File: src/rtl/apb_uart_pkg.sv
`default_nettype none
// ============================================================================
//  Module      : apb_uart_pkg
//  Description : Shared types and constants for the UART TX arbitration path.
//  Revision    : 1.0 - initial release
// ============================================================================
package apb_uart_pkg;

  // Upper bound on the number of byte-stream sources feeding the TX FIFO.
  localparam int UART_ARB_MAX_REQ = 8;

  // Arbiter FSM: IDLE picks a winner, LOCKED streams the winner's bytes.
  typedef enum logic [0:0] {
    IDLE   = 1'b0,
    LOCKED = 1'b1
  } arb_state_e;

endpackage : apb_uart_pkg
`default_nettype wire

File: src/rtl/rr_arbiter.sv
`default_nettype none
// ============================================================================
//  Module      : rr_arbiter
//  Description : Combinational round-robin picker. Returns a one-hot grant for
//                the first eligible index strictly after i_ptr, wrapping.
//  Revision    : 1.0 - initial release
// ============================================================================
module rr_arbiter #(
  parameter int NUM_REQ = 2,
  parameter int PTR_W   = 1
) (
  input  logic [NUM_REQ-1:0] i_eligible,
  input  logic [PTR_W-1:0]   i_ptr,
  output logic [NUM_REQ-1:0] o_grant
);

  logic             w_found;
  logic [PTR_W-1:0] w_idx;

  // Scan from ptr+1 around to ptr itself so the last winner has lowest priority.
  always_comb begin
    o_grant = '0;
    w_found = 1'b0;
    w_idx   = '0;
    for (int i = 1; i <= NUM_REQ; i++) begin
      w_idx = PTR_W'((int'(i_ptr) + i) % NUM_REQ);
      if (!w_found && i_eligible[w_idx]) begin
        o_grant[w_idx] = 1'b1;
        w_found        = 1'b1;
      end
    end
  end

endmodule : rr_arbiter
`default_nettype wire

File: src/rtl/uart_tx_arb.sv
`default_nettype none
// ============================================================================
//  Module      : uart_tx_arb
//  Description : Round-robin arbiter that locks one byte-stream requester onto
//                the TX FIFO write port until end-of-message, burst limit, or
//                the requester being disabled.
//  Revision    : 1.0 - initial release
// ============================================================================
module uart_tx_arb
  import apb_uart_pkg::*;
#(
  parameter int NUM_REQ   = 2,
  parameter int MAX_BURST = 16
) (
  input  logic                    clk_i,
  input  logic                    rst_i,
  input  logic [NUM_REQ-1:0]      req_en_i,
  input  logic [NUM_REQ-1:0][7:0] req_data_i,
  input  logic [NUM_REQ-1:0]      req_last_i,
  input  logic [NUM_REQ-1:0]      req_valid_i,
  output logic [NUM_REQ-1:0]      req_ready_o,
  output logic [7:0]              tx_data_o,
  output logic                    tx_valid_o,
  input  logic                    tx_ready_i,
  output logic [NUM_REQ-1:0]      grant_o,
  output logic                    busy_o
);

  localparam int         c_PTR_W       = (NUM_REQ > 1) ? $clog2(NUM_REQ) : 1;
  localparam logic [7:0] c_BURST_LIMIT = 8'(MAX_BURST);

  arb_state_e           r_state,     w_state_next;
  logic [NUM_REQ-1:0]   r_grant,     w_grant_next;
  logic [c_PTR_W-1:0]   r_grant_idx, w_grant_idx_next;
  logic [c_PTR_W-1:0]   r_last_ptr,  w_last_ptr_next;
  logic [7:0]           r_beat_cnt,  w_beat_cnt_next;

  logic [NUM_REQ-1:0]   w_eligible;
  logic [NUM_REQ-1:0]   w_arb_grant;
  logic [c_PTR_W-1:0]   w_arb_idx;
  logic                 w_grant_en;
  logic                 w_beat;

  assign w_eligible = req_valid_i & req_en_i;
  assign w_grant_en = |(req_en_i & r_grant);
  assign grant_o    = r_grant;
  assign busy_o     = (r_state == LOCKED);

  rr_arbiter #(
    .NUM_REQ (NUM_REQ),
    .PTR_W   (c_PTR_W)
  ) u_rr_arbiter (
    .i_eligible (w_eligible),
    .i_ptr      (r_last_ptr),
    .o_grant    (w_arb_grant)
  );

  // Encode the arbiter's one-hot winner into an index for the mux.
  always_comb begin
    w_arb_idx = '0;
    for (int i = 0; i < NUM_REQ; i++) begin
      if (w_arb_grant[i]) begin
        w_arb_idx = c_PTR_W'(i);
      end
    end
  end

  // Next-state logic plus the granted requester's pass-through to the FIFO.
  always_comb begin
    w_state_next     = r_state;
    w_grant_next     = r_grant;
    w_grant_idx_next = r_grant_idx;
    w_last_ptr_next  = r_last_ptr;
    w_beat_cnt_next  = r_beat_cnt;
    tx_valid_o       = 1'b0;
    tx_data_o        = '0;
    req_ready_o      = '0;
    w_beat           = 1'b0;

    case (r_state)
      IDLE: begin
        if (|w_eligible) begin
          w_state_next     = LOCKED;
          w_grant_next     = w_arb_grant;
          w_grant_idx_next = w_arb_idx;
          w_beat_cnt_next  = 8'd0;
        end
      end

      LOCKED: begin
        if (!w_grant_en) begin
          // Disabled owner loses the grant without moving a byte this cycle.
          w_state_next    = IDLE;
          w_grant_next    = '0;
          w_last_ptr_next = r_grant_idx;
        end else begin
          // Reset gating keeps an in-flight byte from escaping in the reset cycle.
          if (!rst_i) begin
            tx_valid_o               = req_valid_i[r_grant_idx];
            tx_data_o                = req_data_i[r_grant_idx];
            req_ready_o[r_grant_idx] = tx_ready_i;
          end
          w_beat = tx_valid_o & tx_ready_i;
          if (w_beat) begin
            w_beat_cnt_next = r_beat_cnt + 8'd1;
            if (req_last_i[r_grant_idx] || ((r_beat_cnt + 8'd1) == c_BURST_LIMIT)) begin
              w_state_next    = IDLE;
              w_grant_next    = '0;
              w_last_ptr_next = r_grant_idx;
            end
          end
        end
      end

      default: begin
        w_state_next = IDLE;
        w_grant_next = '0;
      end
    endcase
  end

  // State register; pointer resets to the top index so requester 0 wins first.
  always_ff @(posedge clk_i) begin
    if (rst_i) begin
      r_state     <= IDLE;
      r_grant     <= '0;
      r_grant_idx <= '0;
      r_last_ptr  <= c_PTR_W'(NUM_REQ - 1);
      r_beat_cnt  <= 8'd0;
    end else begin
      r_state     <= w_state_next;
      r_grant     <= w_grant_next;
      r_grant_idx <= w_grant_idx_next;
      r_last_ptr  <= w_last_ptr_next;
      r_beat_cnt  <= w_beat_cnt_next;
    end
  end

endmodule : uart_tx_arb
`default_nettype wire

File: config.mk
export PLATFORM = sky130hd
export DESIGN_NAME = uart_tx_arb
export DESIGN_NICKNAME = d
export VERILOG_FILES = /design/src/rtl/apb_uart_pkg.sv /design/src/rtl/rr_arbiter.sv /design/src/rtl/uart_tx_arb.sv
export SDC_FILE = /design/constraint.sdc
export NUM_CORES = 1
export LEC_CHECK = 0
export ABC_AREA = 1
export ABC_CLOCK_PERIOD_IN_PS = 1790
export CORE_MARGIN = 1
export CORE_UTILIZATION = 42
export CTS_BUF_LIST = sky130_fd_sc_hd__clkbuf_16
export CTS_CLUSTER_SIZE = 16
export DETAILED_ROUTE_END_ITERATION = 8
export GPL_TIMING_DRIVEN = 1
export PLACE_DENSITY_LB_ADDON = 0.05
export SYNTH_ARGS = -nofsm -noshare
export SYNTH_HDL_FRONTEND = slang
export SYNTH_SLANG_ARGS = --single-unit
File: constraint.sdc
create_clock -name clk_i -period 1.79 [get_ports clk_i]
set_input_delay 0.4475 -clock clk_i [delete_from_list [all_inputs] [get_ports clk_i]]
set_output_delay 0.4475 -clock clk_i [all_outputs]
set_load 0.005 [all_outputs]
==> flow_metrics.tcl <==
set metrics [dict create \
    die_w_um 50.1 \
    die_y_um 50.1 \
    yosysSeqAreaShare_pct 26.8 \
    syn_area_per_cell_um2 6.34 \
    synth_fa_ha_area_share_pct 1.29 \
    finalSetupViolCount 10 \
    synth_warnings 0 \
    synthXorXnorAreaFrac_pct 1.81 \
    wire_per_inst_um 13.9 \
    leakagePower_nw 0.758 \
    ant_nets 0 \
    pwr-share-seq_pct 30.8 \
    grt_pass1_wl_mm 5.33 \
    min_path_cells 2 \
    worstPathRequired_ps 1340 \
    min_from "r_beat_cnt[7]" \
    cp.arrival_ps 1450 \
    fin_tns_setup_ps -899 \
    core_um2 2190 \
    num_antenna_cells 0 \
    synth_nets 179 \
    first_iter_violations 28 \
    swShare_pct 29.5 \
    synth_top_family_by_area "simple AND/OR/NAND/NOR gates" \
    hpwlAfterDp_mm 2.34 \
    yosysTopAreaCell "dfxtp_1" \
    synthesis.area_um2 970 \
    synth_flop_cell "dfxtp_1" \
    ys_top_cells_by_count "28 x nor2_1, 26 x nand2_1, 16 x inv_1, 13 x dfxtp_1, 11 x nand3_1" \
    r2r-end "busy_o" \
    relSlewSlack_pct 76.6 \
    violations "negative setup slack" \
    clk_latency_ps 240 \
    worst_setup_path_start_kind "register" \
    netlist_top_cells_area "dfxtp_1 27%, nor2_1 11%, nand2_1 10%" \
    hp-class "register to register" \
    clock-sinks 13 \
    skew_ps 5.76 \
    cts_buffers 3 \
    ioPinCount 39 \
    postLayoutSetupSlackWorst_ps -107 \
    cts_tree "done" \
    die-area_um2 2510 \
    globalRouteTotalUtil_pct 28.2 \
    post-synth-top-count-cell "nor2_1" \
    vias 1325 \
    start_util_pct 44.3 \
    yosys.area_share.simple_pct 45.3 \
    yosys.cell_types.count 29 \
    power_mw 1.10 \
    drc 0 \
    grt_setup_unrepaired "yes" \
    synth.mux.area_fraction_pct 1.03 \
    power.switching_mw 0.324 \
    grt_overflow 0 \
    synth-compound-area-share_pct 12.9 \
    max_clock_freq_mhz 527 \
    intPower_mw 0.773 \
    powerDensity_nw_per_um2 634 \
    end_kind "output pin" \
    power.share.clock_pct 38.4 \
    root_buffer "clkbuf_16" \
    path_class "register to output pin" \
    ys_async_sr_fraction_pct 0 \
    final.min_clock_period_ps 1900 \
    grt_max_degree 11 \
    outcome "finished, violations left" \
    cts_htree_levels 1 \
    grt_pass1_vias 1277 \
    max-cap-violations 0 \
    clk_pin_slew_ps 50 \
    fin_crit_sh_pct 106 \
    hold_violations 0 \
    cts_hold_buf 0 \
    combPwrFrac_pct 30.8 \
    cp_max_fo 5 \
    port_buffers 38 \
    antenna_found_initial 0 \
    vias_per_cell 5.41 \
    wl_mm 3.41 \
    drive_gt1_share_pct 37.8 \
    synthToLayoutAreaGrowth_pct 78.3 \
    synth_top_cell_area_share_pct 26.8 \
    fp-row-count 17 \
    synth-edff-count 0 \
    ys_seq_elements 13 \
    place.gp.congestion 0.814 \
    syn_inst 153 \
    r2r_start "r_beat_cnt[1]" \
    nets 244 \
    min_to "r_beat_cnt[7]" \
    ir_worst_vdd_uv 521 \
    reg2reg_depth 8 \
    maxSlewViolCount 0 \
    clk_path_buf_depth 2 \
    rrSetupSlack_ps 120 \
    drt_pass1_iterations 4 \
    worst_pin_slew_ps 342 \
]
## through the flow
step	instance area, um2	utilization, %	hold WS [ps]	worst slack [ps]	instances
after CTS	1630	74.3	476	-130	243
after floorplan	970	-	442	92.8	153
after detailed placement	1520	69.2	469	-826	235
after global routing	1730	78.9	506	-199	245
final	1730	78.9	478	-107	245
after global placement	1520	69.2	464	-782	235
## cells in the final DEF (no fill, tap or decap), drive strengths merged
master,synthesis,final
ha,1,1
nor2,34,34
a211oi,2,2
nand3,14,14
clkbuf,1,3
nor4,9,9
nand2,29,30
buf,4,38
and3,1,1
mux2i,1,1
nand4,2,2
o211a,1,1
a21oi,9,9
o21ai,5,5
nor3,2,2
o22ai,1,1
inv,21,22
dlygate4sd2,0,1
clkdlybuf4s15,0,1
a22oi,1,1
clkinv,0,1
dfxtp,13,13
clkdlybuf4s50,0,20
dlymetal6s2s,0,3
xor2,2,2
## flip-flops by register name, summed over array words and instances (netlist names)
| signal | flops |
|---|---|
| busy_o | 1 |
| grant_o | 2 |
| r_beat_cnt | 8 |
| r_grant_idx | 1 |
| r_last_ptr | 1 |
## cells by family after synthesis
kind of cell,after synthesis
adder cells (fa/ha/maj),1
AND/OR/NAND/NOR,91
multiplexers,1
AO/OA/AOI/OAI,19
buffers and inverters,26
flip-flops,13
XOR/XNOR,2
## worst max path at each step
stage,start,end,cells past startpoint
after floorplan,req_en_i[1],tx_data_o[0],7
after CTS,grant_o[1],tx_data_o[5],7
after global placement,req_en_i[1],tx_data_o[0],8
final,grant_o[1],tx_data_o[6],8
after global routing,grant_o[1],tx_data_o[0],8
after detailed placement,req_en_i[1],req_ready_o[1],8
## timing repair
item | CTS | global route
buffers inserted | 3 | 1
gates resized for setup | 73 | 20
pin swaps | 4 | 7
setup endpoints to repair | 22 | 22
cloned | 1 | 1
## area by class of cell
cell class	count	area, um2
fillers	166	462
flip-flops and latches	13	263
repair buffers	63	518
multi-input cells	115	737
well taps	28	35.0
inverters	21	88.8
repair inverters	1	8.76
clock inverters	1	3.75
clock buffers	3	75.1
## metal layers
metal | track usage [%] | vias up | wire length, um | part of all wire [%]
met5 | 0 | - | 0 | 0
met4 | 14.8 | 0 | 118 | 3.5
met3 | 4.32 | 15 | 165 | 4.8
met2 | 52.4 | 55 | 1770 | 52
met1 | 29.6 | 622 | 1350 | 40
li1 | - | 633 | - | -
## power by group through the flow
stage	Combinational (mW)	Sequential (mW)	Clock (mW)
2_1_floorplan	0.142	0.335	0
3_3_place_gp	0.280	0.338	0
3_5_place_dp	0.289	0.340	0
4_1_cts	0.305	0.335	0.420
5_1_grt	0.364	0.341	0.435
6_report	0.338	0.338	0.421
## critical path: stages (launching register included)
cell and delay (ps):
dfxtp_2 330, inv_2 50, o22ai_4 160, inv_2 60
nor2_4 140, buf_6 130, inv_6 40, nor4_2 130
buf_2 150
No activity file was read; power rests on OpenSTA's default activity.
